## src/rtl/sipo7_pkg.sv

```systemverilog
// Shared types and defaults for the sipo7 deserializer slice.
package sipo7_pkg;

    typedef enum logic [1:0] {
        IDLE   = 2'd0,
        SHIFT  = 2'd1,
        PARITY = 2'd2,
        HOLD   = 2'd3
    } state_t;

    localparam int SIPO7_DEFAULT_WIDTH = 7;

endpackage

```

## src/rtl/sipo_bit_counter.sv

```systemverilog
// Frame bit counter: counts accepted data bits and flags a full word.
module sipo_bit_counter
    import sipo7_pkg::*;
#(
    parameter int WIDTH = SIPO7_DEFAULT_WIDTH,
    parameter int CW    = $clog2(WIDTH + 1)
) (
    input  logic          clk,
    input  logic          reset,
    input  logic          clear,
    input  logic          inc,
    output logic [CW-1:0] count,
    output logic          done
);

    always_ff @(posedge clk) begin
        if (reset) begin
            count <= '0;
        end else if (clear) begin
            count <= '0;
        end else if (inc) begin
            count <= count + CW'(1);
        end
    end

    assign done = (count == CW'(WIDTH));

endmodule

```

## src/rtl/sipo7_deser.sv

```systemverilog
// Framed serial-in/parallel-out deserializer with valid/ready output hold.
// Optional even-parity check enabled by defining SIPO7_PARITY_CHECK_EN.
module sipo7_deser
    import sipo7_pkg::*;
#(
    parameter int WIDTH     = SIPO7_DEFAULT_WIDTH,
    parameter bit LSB_FIRST = 1'b1
) (
    input  logic             clk,
    input  logic             reset,
    input  logic             start,
    input  logic             bit_in,
    input  logic             bit_valid,
    output logic [WIDTH-1:0] word_out,
    output logic             word_valid,
    input  logic             word_ready,
    output logic             busy,
    output logic             overrun,
    output logic             parity_err
);

    localparam int CW = $clog2(WIDTH + 1);

    state_t           state;
    logic [WIDTH-1:0] sr;
    logic [WIDTH-1:0] sr_next;
    logic [CW-1:0]    count;
    logic             done;
    logic             accept;
    logic             take_bit;
    logic             last_bit;
    logic             cnt_clr;

    function automatic logic [WIDTH-1:0] shift_in(input logic [WIDTH-1:0] cur, input logic b);
        if (LSB_FIRST) begin
            return {b, cur[WIDTH-1:1]};
        end else begin
            return {cur[WIDTH-2:0], b};
        end
    endfunction

    assign accept   = word_valid && word_ready;
    // start wins over a same-cycle bit; done guards against counting past a full word
    assign take_bit = (state == SHIFT) && bit_valid && !start && !done;
    assign last_bit = take_bit && (count == CW'(WIDTH - 1));
    assign cnt_clr  = start && ((state != HOLD) || accept);
    assign sr_next  = shift_in(sr, bit_in);

    sipo_bit_counter #(
        .WIDTH (WIDTH),
        .CW    (CW)
    ) u_bit_counter (
        .clk   (clk),
        .reset (reset),
        .clear (cnt_clr),
        .inc   (take_bit),
        .count (count),
        .done  (done)
    );

    always_ff @(posedge clk) begin
        if (cnt_clr) begin
            sr <= '0;
        end else if (take_bit) begin
            sr <= sr_next;
        end
    end

    always_ff @(posedge clk) begin
        if (reset) begin
            state      <= IDLE;
            word_out   <= '0;
            word_valid <= 1'b0;
            busy       <= 1'b0;
            overrun    <= 1'b0;
`ifdef SIPO7_PARITY_CHECK_EN
            parity_err <= 1'b0;
`endif
        end else begin
            case (state)
                IDLE: begin
                    if (start) begin
                        state <= SHIFT;
                        busy  <= 1'b1;
                    end
                end
                SHIFT: begin
                    if (!start && last_bit) begin
`ifdef SIPO7_PARITY_CHECK_EN
                        state <= PARITY;
`else
                        state      <= HOLD;
                        busy       <= 1'b0;
                        word_valid <= 1'b1;
                        word_out   <= sr_next;
`endif
                    end
                end
`ifdef SIPO7_PARITY_CHECK_EN
                PARITY: begin
                    if (start) begin
                        state <= SHIFT;
                    end else if (bit_valid) begin
                        state      <= HOLD;
                        busy       <= 1'b0;
                        word_valid <= 1'b1;
                        word_out   <= sr;
                        parity_err <= ^{sr, bit_in};
                    end
                end
`endif
                HOLD: begin
                    if (bit_valid) begin
                        overrun <= 1'b1;
                    end
                    if (word_ready) begin
                        word_valid <= 1'b0;
`ifdef SIPO7_PARITY_CHECK_EN
                        parity_err <= 1'b0;
`endif
                        if (start) begin
                            state <= SHIFT;
                            busy  <= 1'b1;
                        end else begin
                            state <= IDLE;
                        end
                    end
                end
                default: begin
                    state      <= IDLE;
                    busy       <= 1'b0;
                    word_valid <= 1'b0;
                end
            endcase
        end
    end

`ifndef SIPO7_PARITY_CHECK_EN
    assign parity_err = 1'b0;
`endif

endmodule
```

## config.mk

```make
export PLATFORM = sky130hd
export DESIGN_NAME = sipo7_deser
export DESIGN_NICKNAME = d
export VERILOG_FILES = /design/src/rtl/sipo7_pkg.sv /design/src/rtl/sipo_bit_counter.sv /design/src/rtl/sipo7_deser.sv
export SDC_FILE = /design/constraint.sdc
export NUM_CORES = 1
export LEC_CHECK = 0
export ABC_AREA = 1
export ABC_CLOCK_PERIOD_IN_PS = 1700
export CORE_MARGIN = 5
export CORE_UTILIZATION = 51
export CTS_CLUSTER_SIZE = 10
export DETAILED_ROUTE_END_ITERATION = 6
export GPL_ROUTABILITY_DRIVEN = 1
export PLACE_DENSITY = 0.73
export SETUP_SLACK_MARGIN = 0.1
export SLEW_MARGIN = 20
export SYNTH_ARGS = -nofsm -noshare
export SYNTH_HDL_FRONTEND = slang
export SYNTH_HIERARCHICAL = 1
export SYNTH_SLANG_ARGS = --single-unit
```

## constraint.sdc

```tcl
create_clock -name clk -period 1.7 [get_ports clk]
set_input_delay 0.17 -clock clk [delete_from_list [all_inputs] [get_ports clk]]
set_output_delay 0.17 -clock clk [all_outputs]
set_load 0.02 [all_outputs]
```

==> results of run 1 <==
-- layer usage --
layer	track usage (%)	vias up	routed length (um)
met4	7.884	0	19
met1	16.67	380	886
met5	0	-	0
met2	27.49	17	1057
met3	2.452	4	76
li1	-	456	-
-- stage by stage --
stage	setup slack, ns	std cells	instance area (um2)	hold WS [ns]
floorplan	0.3360	135	1007	0.2424
global placement	0.1884	177	1191	0.4275
detailed placement	0.1389	177	1191	0.4354
CTS	0.1501	181	1219	0.4373
global route	0.1036	183	1261	0.4563
finish	0.1888	183	1261	0.4466
-- cell families after synthesis --
group,count (synthesis)
AND/OR/NAND/NOR,63
buffers and inverters,26
flip-flops,21
adder cells (fa/ha/maj),6
AO/OA/AOI/OAI,18
other,1
-- what timing repair did --
action	4_1_cts	5_1_grt
setup buffers	0	2
endpoints found under the setup margin	0	16
hold buffers	0	0
gates resized for setup	0	10
-- registers in the layout, summed over array words and instances (netlist names) --
name and count:
u_bit_counter/count 3, state 2, sr 6, word_valid 1, busy 1, word_out 7, overrun 1
-- cell type report --
class                           count  share of cell area [%]
Inverter                           24                   7.242
Clock inverter                      1                  0.3968
Multi-Input combinational cell     88                   39.88
Sequential cell                    21                   33.43
Timing Repair Buffer               19                   14.58
Clock buffer                        3                   1.786
Tap cell                           27                   2.679
-- synth_stat cells, drive strengths merged --
library cell,n
nand2,29
nor2,26
inv,23
dfxtp,21
a21oi,7
a211oi,6
ha,6
nand3,6
o21ai,5
buf,2
nand4,2
clkinv,1
conb,1
-- layout by cell type, fill, tap and decap left out, drive strengths merged --
cell type / count
a211oi: 6
a21oi: 7
buf: 4
clkbuf: 3
clkdlybuf4s50: 15
clkinv: 2
conb: 1
dfxtp: 21
ha: 6
inv: 23
nand2: 29
nand3: 6
nand4: 2
nor2: 26
o21ai: 5
-- final timing paths --
check	startpoint	endpoint	slack, ns	cells past startpoint
worst max-delay path	u_bit_counter/count[1]	word_out[6]	0.19	9
worst min register to register	busy	busy	0.45	2
worst max register to register	u_bit_counter/count[1]	word_out[6]	0.19	9
worst min-delay path	bit_in	sr[6]	0.45	3
-- critical path, cell delays in order, from the launching register on --
cell and delay [ns]:
dfxtp_1 0.39, ha_2 0.20, ha_2 0.17, inv_2 0.04
nand2_2 0.07, nor2_4 0.05, nand2_4 0.09, clkinv_2 0.16
nor2_1 0.17, a211oi_2 0.05
-- power by group through the flow --
stage	combinational, mW	clock, mW	sequential (mW)
4_1_cts	0.566	0.246	0.608
6_report	0.608	0.243	0.609
3_5_place_dp	0.563	0	0.618
2_1_floorplan	0.388	0	0.638
3_3_place_gp	0.542	0	0.613
5_1_grt	0.688	0.269	0.617
==> summary.txt, run 1 <==
Placed design
  • Buffers on Ports: 15
  • HPWL Detailed: 1547 um
  • Gpl congestion: 0.8396

Power and ir drop
  • Worst VDD drop: 0.8318 mV
  • Pwr per Cell Area: 1158 nW/um2
  • Switching power: 0.5676 mW
  • Total Power: between 1 and 1.5 mW
  • Logic pwr share: 41.7%
  • Seq pwr share: a little over two fifths
  • Clock share of power: 16.7%
  • Switching share of power: a little under 40%
  • Total internal power: 0.8929 mW
  • Leak Pwr: between 0.5 and 0.6 nW

Yosys
  • Sequential cell area fraction in the yosys report: 41.74%
  • Synth area leader: dfxtp_1
  • Yosys warnings: 6
  • Cells after synthesis: 135
  • Synth Net Count: 147
  • Synth Area in Compound Gates: 11.93%
  • Mapped cell area: 1007 um2
  • Synth top area share: 41.74%
  • Simple-Gate Fraction of Synth Area: 27.95%
  • Synth Register Bits: 21
  • Post-synthesis mux area share: 0%
  • Largest family of logic cells by synthesized area: simple AND/OR/NAND/NOR gates
  • Top post-synthesis cells by area: dfxtp_1 (42%), nand2_1 (9.7%), nor2_1 (8.9%)
  • Distinct cells, synth: 20
  • Adder-Cell Fraction of Synth Area: 7.453%
  • Xor/xnor cell area share of the yosys netlist: 0%
  • Syn Area/Cell: between 7 and 8 um2

Worst setup path
  • Worst-path maximum fanout: 10
  • Worst Setup End Kind: flop
  • WP data required: roughly 1.9 ns
  • Arr. time, crit path: 1.70 ns
  • WS Path Type: flop to flop
  • CP startpoint kind: flop

Routing
  • DR WL/cell: between 10 and 15 um
  • Vias: 857
  • Final ANT Viol Nets: 0
  • DRC viols: 0
  • Iteration-0 DRC Markers: 19
  • 1st-pass router iterations: 4
  • Drt via density: 4.683
  • DRT Wirelength: roughly 2000 um

Clocking
  • CTS Buf Count: 3
  • CTS tree: built
  • Worst-Skew Late Latency: 0.30 ns
  • H-tree levels: 1
  • Clk slew on worst S/H paths: around 0.12 ns
  • Clk sinks: 21
  • Root buf cell: clkbuf_4
  • Maximum clock path buffer count: 2

Floorplanning
  • Die H: 54.44 um
  • Die span in x: 54.44 um
  • Row count: 16
  • Initial Util: ~52%
  • I/O pin total: 17
  • Full die area: between 2000 and 3000 um2
  • Core Box Area: between 1500 and 2000 um2

Finish
  • Area of the multi-input gates: 503.0 um2
  • Fillcell total: 184
  • Share of layout cells above drive strength 1: between 10% and 20%
  • Final Util: 65.63%
  • Sequential Area: 421.7 um2
  • Antenna Cells: 0
  • Final net count: 169
  • Area delta synth->final: 25.22%

Global routing
  • Largest net degree at the start of global routing: 16
  • First-pass GRT wire length: 3180 um
  • Initial antenna violation count: 0
  • Gr usage total: 15.13%
  • Vias in the first global route: 782
  • Total grt overflow: 0

Timing
  • Final setup viols: 0
  • Max Fclk: roughly 660 MHz
  • Worst Clk Skew: ~0.0043 ns
  • Min Clock Period, post-route: 1.511 ns
  • RSZ-0062 raised after global routing: false
  • TNS Setup: 0 ns
  • Final hold vios: 0
  • Final period util: 88.89%
  • Max-slew violation count: 0

Status
  • Status: completed

Min path
  • Worst hold path class: input pin to flop

Flow run
  • Maxcap violations: 0
Note: power is estimated with default switching activity, not from simulation.
==> run 2, diff against run 1 <==
--- a/config.mk
+++ b/config.mk
@@ -7,13 +7,13 @@
 export LEC_CHECK = 0
 export ABC_AREA = 1
 export ABC_CLOCK_PERIOD_IN_PS = 1700
-export CORE_MARGIN = 5
 export CORE_UTILIZATION = 51
 export CTS_CLUSTER_SIZE = 10
 export DETAILED_ROUTE_END_ITERATION = 6
 export GPL_ROUTABILITY_DRIVEN = 1
 export PLACE_DENSITY = 0.73
 export SETUP_SLACK_MARGIN = 0.1
+export SKIP_CTS_REPAIR_TIMING = 1
 export SLEW_MARGIN = 20
 export SYNTH_ARGS = -nofsm -noshare
 export SYNTH_HDL_FRONTEND = slang
==> run 2 against run 1 <==
Effect of this change: count of clock-buffer cells in the layout is the same; sequential share of layout area stayed put; global-route usage is 3.5 points higher; sequential cell count stayed put; cell count decreased by 1.6%; largest cell class unchanged; core utilization rose by 5.1 points; clock skew down 0.0014 ns.
==> summary.txt, run 2 (synthesis results as in run 1) <==
Placed design
  • Gpl congestion: 0.8642 (+2.9%)
  • DP Area: 1189 um2 (-0.21%)
  • Dpl ws: 0.1643 ns (+0.02548 ns)
  • HPWL Detailed: 1351 um (-13%)
  • Buffers on Ports: 15 (unchanged)

Timing
  • Final period util: 88.76% (-0.14 points)
  • Min Clock Period, post-route: 1.509 ns (-0.002305 ns)
  • Final setup viols: 0 (unchanged)
  • Max Fclk: 662.8 MHz (+0.15%)
  • PnR worst setup slack: 0.1912 ns (+0.002305 ns)
  • Max-slew violation count: 0 (unchanged)
  • RSZ-0062 raised after global routing: false
  • Final hold vios: 0 (unchanged)
  • Worst Clk Skew: 0.002889 ns (-0.001362 ns)
  • TNS Setup: 0 ns (unchanged)

Status
  • Status: completed

Finish
  • Most frequent cells in the layout: nor2_1 (24), nand2_1 (23), inv_1 (21)
  • Max reg flops: 7 (unchanged)
  • Final Util: 70.74% (+5.1 points)
  • Largest regs: word_out (7), sr (6), u_bit_counter/count (3)
  • Area delta synth->final: 25.22% (unchanged)
  • Biggest register: word_out
  • Share of layout cells above drive strength 1: 16.77% (-0.53 points)
  • Antenna Cells: 0 (unchanged)
  • Final Instance Area: 1261 um2 (unchanged)
  • Commonest non-fill, non-tap cell in the layout: nor2_1
  • Final net count: 168 (-0.59%)

Power and ir drop
  • Switching power: 0.5712 mW (+0.64%)
  • Switching share of power: 38.79% (-0.070 points)
  • Logic pwr share: 42.3% (+0.6 points)
  • Worst VDD drop: 0.7723 mV (-7.2%)
  • Seq pwr share: 41.8% (about the same)
  • Total internal power: 0.9012 mW (+0.94%)
  • Leak Pwr: 0.5233 nW (-0.63%)
  • Clock share of power: 16.0% (-0.7 points)
  • Pwr per Cell Area: 1167 nW/um2 (+0.82%)
  • Total Power: 1.472 mW (+0.82%)

Routing
  • Final ANT Viol Nets: 0 (unchanged)
  • DRT Wirelength: 1936 um (-5.1%)
  • DR WL/cell: 10.76 um (-3.5%)
  • DRC viols: 0 (unchanged)
  • Iteration-0 DRC Markers: 20 (+1)
  • Drt via density: 4.811 (+2.7%)
  • Vias: 866 (+1.1%)
  • 1st-pass router iterations: 4 (unchanged)

Global routing
  • First-pass GRT wire length: 2884 um (-9.3%)
  • Largest net degree at the start of global routing: 16 (unchanged)
  • Gr usage total: 18.64% (+3.5 points)
  • Vias in the first global route: 730 (-6.6%)
  • Initial antenna violation count: 0 (unchanged)
  • Total grt overflow: 0 (unchanged)

Clocking
  • CTS Buf Count: 3 (unchanged)
  • Clk slew on worst S/H paths: 0.12 ns (about the same)
  • Root buf cell: clkbuf_4
  • H-tree levels: 1 (unchanged)
  • CTS tree: built
  • Worst-Skew Late Latency: 0.30 ns (about the same)
  • Maximum clock path buffer count: 2 (unchanged)
  • Clk sinks: 21 (unchanged)

Floorplanning
  • Die H: 46.44 um (-15%)
  • Die span in x: 46.44 um (-15%)
  • Full die area: 2157 um2 (-27%)
  • I/O pin total: 17 (unchanged)
  • Core Box Area: 1783 um2 (-7.2%)
  • Initial Util: 56.49% (+4.1 points)
  • Row count: 15 (-1)

Worst setup path
  • Arr. time, crit path: 1.75 ns (+0.05 ns)
  • Worst Setup End Kind: flop
  • Flop-to-flop setup slack: 0.19 ns (about the same)
  • Reg2reg end: state[0]
  • CP startpoint kind: flop
  • Worst-path maximum fanout: 6 (-4)
  • R2R depth: 11 (+2)
  • Setup crit start: u_bit_counter/count[0]
  • WP data required: 1.95 ns (+0.06 ns)
  • CP endpoint: state[0]
  • Reg-to-reg startpoint: u_bit_counter/count[0]
  • WS Path Type: flop to flop

Min path
  • Worst hold path class: input pin to flop

Flow run
  • Maxcap violations: 0 (unchanged)
## run 2: layout make-up
class / instances / area (um2)
Sequential cell: 21 / 421.7
Fill cell: 144 / 521.8
Inverter: 24 / 91.34
Clock inverter: 1 / 5.005
Clock buffer: 3 / 22.52
Multi-Input combinational cell: 88 / 513.0
Tap cell: 25 / 31.28
Timing Repair Buffer: 18 / 176.4
## run 2: metal layers
metal | GRT usage, % | vias to the layer above | routed length, um
met1 | 23.87 | 380 | 880
met4 | 7.059 | 0 | 15
met2 | 31.39 | 26 | 939
met5 | 0 | - | 0
met3 | 2.353 | 2 | 100
li1 | - | 458 | -
## run 2: how the worst min path moves through the flow
stage / start / to / depth (start not counted)
after global placement: busy / busy / 2
after detailed placement: busy / busy / 2
after global routing: bit_in / word_out[6] / 3
after CTS: bit_in / word_out[6] / 3
after floorplan: reset / overrun / 1
final: bit_in / word_out[6] / 3
## run 2: power groups by stage
stage          combinational (mW)  sequential (mW)  clock [mW]
2_1_floorplan               0.388            0.638           0
3_3_place_gp                0.538            0.615           0
3_5_place_dp                0.546            0.620           0
4_1_cts                     0.550            0.609       0.250
5_1_grt                     0.710            0.627       0.274
6_report                    0.622            0.615       0.235
## run 2: per-stage QoR
stage | hold WS (ns) | cells
floorplan | 0.2424 | 135
global placement | 0.4295 | 175
detailed placement | 0.4429 | 175
CTS | 0.4360 | 179
global route | 0.4541 | 180
finish | 0.4506 | 180
## run 2: critical path: stages (launching register included)
cell and delay, ns:
dfxtp_2 0.36, ha_2 0.18, ha_2 0.17, inv_2 0.05
nand2_2 0.06, nor2_4 0.15, nand2_4 0.09, nand2_4 0.12
nand3_4 0.08, nand2_2 0.07, inv_1 0.03, nor2_1 0.09
==> run 3, diff against run 2 <==
--- a/config.mk
+++ b/config.mk
@@ -7,10 +7,13 @@
 export LEC_CHECK = 0
 export ABC_AREA = 1
 export ABC_CLOCK_PERIOD_IN_PS = 1700
-export CORE_UTILIZATION = 51
+export CELL_PAD_IN_SITES_DETAIL_PLACEMENT = 0
+export CELL_PAD_IN_SITES_GLOBAL_PLACEMENT = 1
+export CORE_UTILIZATION = 37
 export CTS_CLUSTER_SIZE = 10
 export DETAILED_ROUTE_END_ITERATION = 6
 export GPL_ROUTABILITY_DRIVEN = 1
+export MAX_ROUTING_LAYER = met4
 export PLACE_DENSITY = 0.73
 export SETUP_SLACK_MARGIN = 0.1
 export SKIP_CTS_REPAIR_TIMING = 1
==> run 3 against run 2 <==
Effect of this change: highest routed layer unchanged; register-to-register slack better by 0.03 ns; critical path type unchanged; largest power group is now registers; die area is 36% higher; non-clock buffer count is 1 higher.
==> summary.txt, run 3 (synthesis results as in run 1) <==
Floorplanning
  • Full die area: 2935 um2 (+36%)
  • Die span in x: 54.18 um (+17%)
  • Initial Util: 39.93% (-17 points)
  • Die H: 54.18 um (+17%)
  • Row count: 18 (+3)
  • I/O pin total: 17 (unchanged)
  • Core Box Area: 2522 um2 (+41%)

Worst setup path
  • WS Path Type: flop to flop
  • WP data required: 1.96 ns (about the same)
  • Worst-path maximum fanout: 6 (unchanged)
  • Arr. time, crit path: 1.74 ns (about the same)
  • Worst Setup End Kind: flop
  • CP startpoint kind: flop

Clocking
  • Root buf cell: clkbuf_4
  • Worst-Skew Late Latency: 0.30 ns (about the same)
  • CTS Buf Count: 3 (unchanged)
  • Clk sinks: 21 (unchanged)
  • CTS tree: built
  • H-tree levels: 1 (unchanged)
  • Maximum clock path buffer count: 2 (unchanged)
  • Clk slew on worst S/H paths: 0.12 ns (about the same)

Power and ir drop
  • Logic pwr share: 40.1% (-2.2 points)
  • Switching share of power: 38.22% (-0.57 points)
  • Leak Pwr: 0.5269 nW (+0.69%)
  • Total internal power: 0.8882 mW (-1.4%)
  • Switching power: 0.5494 mW (-3.8%)
  • Pwr per Cell Area: 1139 nW/um2 (-2.5%)
  • Seq pwr share: 42.7% (+0.9 points)
  • Clock share of power: 17.2% (+1.2 points)
  • Worst VDD drop: 0.6792 mV (-12%)

Finish
  • Most frequent cells in the layout: nand2_1 (25), nor2_1 (24), inv_1 (21)
  • Largest regs: word_out (7), sr (6), u_bit_counter/count (3)
  • Share of layout cells above drive strength 1: 16.03% (-0.75 points)
  • Antenna Cells: 0 (unchanged)
  • Commonest non-fill, non-tap cell in the layout: nand2_1
  • Fillcell total: 247 (+72%)
  • Max reg flops: 7 (unchanged)
  • Final net count: 169 (+0.60%)
  • Sequential Area: 421.7 um2 (unchanged)
  • Area delta synth->final: 25.34% (about the same)
  • Biggest register: word_out
  • Area of the multi-input gates: 500.5 um2 (-2.4%)

Routing
  • Vias: 863 (-0.35%)
  • DRC viols: 0 (unchanged)
  • Final ANT Viol Nets: 0 (unchanged)
  • DR WL/cell: 10.52 um (-2.2%)
  • 1st-pass router iterations: 4 (unchanged)
  • Met3 wire length: 57 um (-43%)
  • Iteration-0 DRC Markers: 11 (-45%)
  • DR top layer: met4
  • M1 wire length: 1000 um (+14%)
  • Drt via density: 4.640 (-3.6%)
  • DR WL met2: 856 um (-8.8%)
  • DRT Wirelength: 1956 um (+1.0%)

Timing
  • Final setup viols: 0 (unchanged)
  • Worst Clk Skew: 0.0006118 ns (-0.002277 ns)
  • PnR worst setup slack: 0.2199 ns (+0.02876 ns)
  • Final period util: 87.06% (-1.7 points)
  • RSZ-0062 raised after global routing: false
  • Min Clock Period, post-route: 1.480 ns (-0.02876 ns)
  • TNS Setup: 0 ns (unchanged)
  • Max Fclk: 675.6 MHz (+1.9%)
  • Final hold vios: 0 (unchanged)
  • Max-slew violation count: 0 (unchanged)

Global routing
  • Total grt overflow: 0 (unchanged)
  • Vias in the first global route: 756 (+3.6%)
  • Initial antenna violation count: 0 (unchanged)
  • Gr usage total: 16.99% (-1.7 points)
  • First-pass GRT wire length: 3367 um (+17%)
  • Largest net degree at the start of global routing: 13 (-3)

Min path
  • Worst hold path class: input pin to flop

Flow run
  • Maxcap violations: 0 (unchanged)

Placed design
  • HPWL Detailed: 1452 um (+7.5%)
  • Dpl ws: 0.1633 ns (-0.001029 ns)
  • Gpl congestion: 0.8036 (-7.0%)
  • Buffers on Ports: 15 (unchanged)

Status
  • Status: completed
run 3: critical path, stage by stage (launching register included):
cell and delay, ns:
dfxtp_2 0.36, ha_2 0.17, ha_2 0.16, inv_2 0.05
nand2_2 0.06, nor2_4 0.15, nand2_4 0.11, nand2_4 0.12
nand3_2 0.07, nand2_1 0.06, inv_1 0.03, nor2_1 0.08
run 3: layer usage:
metal  global-route usage (%)  vias up
met1                    20.95      389
met5                        -        -
li1                         -      456
met3                    2.542        4
met4                    10.26        0
met2                    25.81       14
run 3: cell type report:
cell class,count,share of cell area (%)
multi-input cells,88,39.64
well taps,30,2.973
clock buffers,3,1.784
inverters,24,7.532
clock inverters,1,0.3964
flip-flops and latches,21,33.40
repair buffers,19,14.27
run 3: worst paths after layout:
kind	from	to	slack [ns]	depth (start not counted)
min reg2reg	busy	busy	0.46	2
max	u_bit_counter/count[0]	state[0]	0.22	11
min	bit_in	word_out[6]	0.44	3
max reg2reg	u_bit_counter/count[0]	state[0]	0.22	11
run 3: power groups by stage:
stage               registers (mW)  logic [mW]  clock network [mW]
floorplan                    0.638       0.388                   0
global placement             0.616       0.564                   0
detailed placement           0.619       0.561                   0
CTS                          0.608       0.562               0.265
global route                 0.629       0.661               0.281
finish                       0.614       0.576               0.247
run 3: metrics by stage:
stage / std cells / utilization, % / hold WS (ns) / total power, mW / instance area, um2
after detailed placement: 182 / 47.97 / 0.4419 / 1.180 / 1210
after floorplan: 135 / - / 0.2424 / 1.026 / 1007
after CTS: 186 / 49.06 / 0.4314 / 1.435 / 1237
after global routing: 186 / 50.05 / 0.4369 / 1.571 / 1262
after global placement: 182 / 47.97 / 0.4316 / 1.180 / 1210
final: 186 / 50.05 / 0.4418 / 1.438 / 1262
==> RTL change 1, RTL diff (flow settings as in run 2) <==
The parameter `LSB_FIRST` goes from 1'b1 to 1'b0.
--- a/src/rtl/sipo7_deser.sv
+++ b/src/rtl/sipo7_deser.sv
@@ -4,7 +4,7 @@
     import sipo7_pkg::*;
 #(
     parameter int WIDTH     = SIPO7_DEFAULT_WIDTH,
-    parameter bit LSB_FIRST = 1'b1
+    parameter bit LSB_FIRST = 1'b0
 ) (
     input  logic             clk,
     input  logic             reset,
Check against the original RTL: not equivalent (Yosys sat finds a counterexample within 10 cycles, from zero or initial values and one cycle with reset high).
==> RTL change 1 against run 2 <==
Area after synthesis decreased by 1.9%. Sequential cell count unchanged. Total power decreased by 5.5%. Largest power group is now sequential cells. Clock power about the same. Wire length decreased by 13%. Setup slack got worse by 0.0078 ns. Clock skew decreased by 0.0011 ns. Via count decreased by 5.7%. Final area decreased by 2.9%. First-iteration DRC count decreased by 35%.
==> RTL change 1: results (changes against run 2) <==
** Clock tree
- Number of buffers added by the clock tree synthesis step :: 3 (unchanged)
- Number of buffers on the longest clock path :: 2 (unchanged)
- The deepest level of the CTS H-tree was 1 (unchanged).
- The clock insertion delay at the later pin of the skew report came to 0.30 ns (about the same).
- CTS clock-pin slew for the worst setup and hold paths :: 0.11 ns

** Power and ir drop
- The flip-flop and latch power came to 0.000596 W (-3%).
- The cell leakage power came to 0.538 nW (+2.8%).
- Peak supply drop :: 0.930 mV (+20%)
- The switching power total came to 0.000522 W (-8.7%).
- The power of the combinational group is 0.000560 W (-10%).
- Power density over the cells :: 1140 nW/um^2 (-2.7%)

** Timing
- Clock tree skew after final layout :: 0.00176 ns (-0.00113 ns)
- The final hold slack is 0.442 ns (-0.00859 ns).

** Hold path
- Endpoint, Worst Hold :: overrun
- Hold-critical path depth :: 2 (-1)
- Origin of the worst min-delay path :: reset

** Synthesis
- The number of distinct library cell variants in the gate-level netlist after synthesis is 19 (-5.0%).
- Leading cell types by total area after synthesis :: sky130_fd_sc_hd__dfxtp_1 (43%), sky130_fd_sc_hd__nand2_1 (12%), sky130_fd_sc_hd__nor2_1 (8.7%), sky130_fd_sc_hd__ha_1 (7.6%), sky130_fd_sc_hd__inv_1 (6.8%)
- The post-synthesis area per instance is 7.21 sq um (-3.3%).
- Number of nets in the synthesized netlist :: 149 (+1.4%)
- The sequential element share of the synthesized area was 42.5% (+0.79 points).
- Most instantiated cells after synthesis :: sky130_fd_sc_hd__nand2_1 (31), sky130_fd_sc_hd__nor2_1 (23), sky130_fd_sc_hd__dfxtp_1 (21), sky130_fd_sc_hd__inv_1 (18), sky130_fd_sc_hd__a21oi_1 (10)
- The total of warnings raised by yosys was 6 (unchanged).

** Global routing
- The maximum number of pins on one net before global-route repair was 14 (-2).
- Number of global-route vias before repair :: 688 (-5.8%)
- Total global-route track usage :: 19.5% (+0.82 points)
- The wire length of the first global-routing pass is 2.90 mm (+0.69%).

** Critical path
- In this run the critical register-to-register path is captured at state[0].
- The signal arrival time at the worst endpoint came to 1.77 ns (+0.02 ns).
- The number of cells on the worst reg-to-reg path is 11 (unchanged).
- Top fanout value on the critical path :: 9 (+3)

** Run status
- The flow ran to the end, and the final reports show no timing, DRC or antenna violations.

** Routing
- Via density :: 4.49 (-6.7%)
- The total number of vias came to 817 (-5.7%).
- Avg WL per Cell :: 9.24 um (-14%)
- The initial detailed-routing violation count came to 13 (-35%).
- Length of the first detailed-routing pass in iterations :: 4 (unchanged)

** Place
- Routability congestion estimate :: 0.829 (-4.1%)
- The number of cells in the design after placement was 177 (+1.1%).
- The half-perimeter wire length of the detailed placement result came to 1.26 mm (-6.4%).

** Layout
- The number of filler instances in the final layout was 158 (+9.7%).
- The fraction of final layout cells with drive strength greater than 1 is 12.7% (-4.0 points).
- The number of nets in the layout was 170 (+1.2%).
- The largest registers in the layout are word_out: 7 flops, sr: 6 flops, u_bit_counter/count: 3 flops.
[RTL change 1: cell count changes after synthesis, sizes merged, moves of 3 or more]
cell           run 2  this run
nand2             29        34
a211oi             6         0
o21ai              5         8
a21oi              7        10
[RTL change 1: critical path: cells and delay by family, from the launching register on]
family	cells	cell delay, ns
buffers and inverters	2	0.10
and+or+nand+nor	7	0.64
DFF	1	0.35
adders and majority gates	2	0.38
[RTL change 1: cells by family after synthesis]
kind of cell | share of synthesized area [%]
simple gates | 30.9
buf+inv | 9.49
flops | 42.5
compound gates | 9.11
fa+ha+maj | 7.59
other cells | 0.379
[RTL change 1: through the flow]
step	area, sq um	setup slack (ns)
floorplan	988	0.185
global placement	1170	0.202
finish	1220	0.183
detailed placement	1170	0.160
global route	1220	0.0932
CTS	1200	0.127
[RTL change 1: layout make-up]
type                            instances  area share [%]
Sequential cell                        21            34.4
Clock inverter                          1           0.409
Timing Repair Buffer                   18            14.1
Tap cell                               25            2.55
Clock buffer                            3            1.84
Multi-Input combinational cell         92            39.9
Inverter                               22            6.74
[RTL change 1: how the worst max path moves through the flow]
stage                     endpoint  slack, ns  depth (start not counted)              startpoint
after floorplan           state[1]       0.18                         11  u_bit_counter/count[0]
after global placement    state[1]       0.20                         11  u_bit_counter/count[0]
after detailed placement  state[1]       0.16                         11  u_bit_counter/count[0]
after CTS                 state[1]       0.13                         11  u_bit_counter/count[0]
after global routing      state[1]       0.09                         11  u_bit_counter/count[0]
final                     state[0]       0.18                         11  u_bit_counter/count[0]
[RTL change 1: metal layers]
layer	vias to the layer above	share of wire (%)	GRT usage, %
met5	-	0	0
met2	16	42	28.5
met1	338	52	26.8
met4	0	0.71	8.82
met3	2	4.4	4.76
li1	461	-	-
==> RTL change 2, RTL diff (flow settings as in run 2) <==
Made on the original files. Register the output `overrun` once more; this adds one clock of latency there. The other outputs are not delayed to match.
--- a/src/rtl/sipo7_deser.sv
+++ b/src/rtl/sipo7_deser.sv
@@ -20,6 +20,8 @@
 );
 
     localparam int CW = $clog2(WIDTH + 1);
+
+    logic overrun_s0;
 
     state_t           state;
     logic [WIDTH-1:0] sr;
@@ -72,7 +74,7 @@
             word_out   <= '0;
             word_valid <= 1'b0;
             busy       <= 1'b0;
-            overrun    <= 1'b0;
+            overrun_s0 <= 1'b0;
 `ifdef SIPO7_PARITY_CHECK_EN
             parity_err <= 1'b0;
 `endif
@@ -111,7 +113,7 @@
 `endif
                 HOLD: begin
                     if (bit_valid) begin
-                        overrun <= 1'b1;
+                        overrun_s0 <= 1'b1;
                     end
                     if (word_ready) begin
                         word_valid <= 1'b0;
@@ -139,4 +141,12 @@
     assign parity_err = 1'b0;
 `endif
 
+    always_ff @(posedge clk) begin
+        if (reset) begin
+            overrun <= '0;
+        end else begin
+            overrun <= overrun_s0;
+        end
+    end
+
 endmodule
Check against the original RTL: not equivalent (a bounded check fails within 10 cycles, from zero or initial values and one cycle with reset high).
==> RTL change 2 against run 2 <==
Final area grew 2.5%. Sequential cell count is 1 higher. Largest cell class unchanged. Final cell count increased by 2.8%. Setup slack lost 0.026 ns. Count of clock-buffer cells in the layout is the same. Wire length decreased by 6.4%. Total power is 8.3% higher. Area after synthesis grew 0.75%.
==> RTL change 2: results (changes against run 2) <==
** Global routing
- The global routing usage summed across all routing layers came to 19.6% (+1.0 points).
- First-pass GRT wire length :: 3.01 mm (+4.3%)
- The maximum number of pins on one net before global-route repair came to 14 (-2).

** Layout
- The number of filler instances in the final layout came to 148 (+2.8%).
- Final #Nets :: 173 (+3.0%)

** Power and ir drop
- The flip-flop and latch power is 0.000625 W (+2%).
- The cell leakage power was 0.573 nW (+9.5%).
- Peak supply drop :: 0.787 mV (+1.9%)
- Comb group :: 0.000572 W (-8.0%)
- Switch share :: 33.7% (-5.1 points)

** Hold path
- Type of the tightest min-delay check :: flip-flop to flip-flop

** Synthesis
- The sequential element share of the synthesized area is 43.4% (+1.7 points).
- The gate count after technology mapping was 136 (+0.74%).
- The net count after synthesis is 148 (+0.68%).
- By area the synthesized netlist is led by sky130_fd_sc_hd__dfxtp_1 (43%), sky130_fd_sc_hd__nand2_1 (10%), sky130_fd_sc_hd__nor2_1 (8.1%), sky130_fd_sc_hd__ha_1 (7.4%), sky130_fd_sc_hd__inv_1 (7.4%).
- Ranked by instance count, the synthesized netlist is headed by sky130_fd_sc_hd__nand2_1 (28), sky130_fd_sc_hd__dfxtp_1 (22), sky130_fd_sc_hd__nor2_1 (22), sky130_fd_sc_hd__inv_1 (20), sky130_fd_sc_hd__a21oi_1 (9).

** Critical path
- Worst path arrival time :: 1.80 ns (+0.05 ns)

** Place
- Area post-placement :: 1210 sq um (+1.9%)
- The number of cells in the design after placement is 178 (+1.7%).

** Routing
- Number of vias after detailed routing :: 882 (+1.8%)
- Final WL :: 1.81 mm (-6.4%)
- The initial detailed-routing violation count came to 21 (+5.0%).
- Via density :: 4.77 (-0.91%)

** Timing
- Clock tree skew after final layout :: 0.0106 ns (+0.00775 ns)

** Run status
- The run finished with clean final reports.
## RTL change 2: cell type report
cell class              instances  area share [%]
clock buffers                   3            1.74
clock inverters                 1            2.32
inverters                      24            6.97
multi-input cells              89            37.3
flip-flops and latches         22            34.2
well taps                      25            2.42
repair buffers                 21            15.1
## RTL change 2: stage by stage
step / utilization (%) / total power (W) / hold slack (ns)
after floorplan: - / 0.00104 / 0.239
after global placement: 67.2 / 0.00120 / 0.424
after detailed placement: 67.2 / 0.00120 / 0.425
after CTS: 70.1 / 0.00160 / 0.442
after global routing: 71.7 / 0.00172 / 0.482
final: 71.7 / 0.00159 / 0.439
## RTL change 2: metal layers
layer	vias to the layer above	GRT usage [%]	wire, um
met5	-	0	0
met4	0	7.06	22
met3	4	3.53	97
met2	26	30.8	813
met1	385	26.5	880
li1	467	-	-
## RTL change 2: final timing paths
| path | end | slack (ns) | from | depth (start not counted) |
|---|---|---|---|---|
| setup / recovery | u_bit_counter/count[0] | 0.17 | u_bit_counter/count[0] | 11 |
| hold / removal | overrun | 0.44 | overrun_s0 | 2 |
| setup reg to reg | u_bit_counter/count[0] | 0.17 | u_bit_counter/count[0] | 11 |
| hold reg to reg | overrun | 0.44 | overrun_s0 | 2 |
## RTL change 2: kinds of logic (layout without fill, tap and decap cells)
kind of cell             after synthesis  count (layout)  share of synthesized area (%)
AND/OR/NAND/NOR                       63              63                           28.6
buffers and inverters                 25              49                           9.62
flip-flops                            22              22                           43.4
AO/OA/AOI/OAI                         19              19                           10.6
adder cells (fa/ha/maj)                6               6                           7.40
other                                  1               1                          0.370
## RTL change 2: tightest hold or removal path: stages, from the launching register on
cell and delay (ns):
sky130_fd_sc_hd__dfxtp_1 0.31, sky130_fd_sc_hd__inv_1 0.06, sky130_fd_sc_hd__nor2_1 0.04
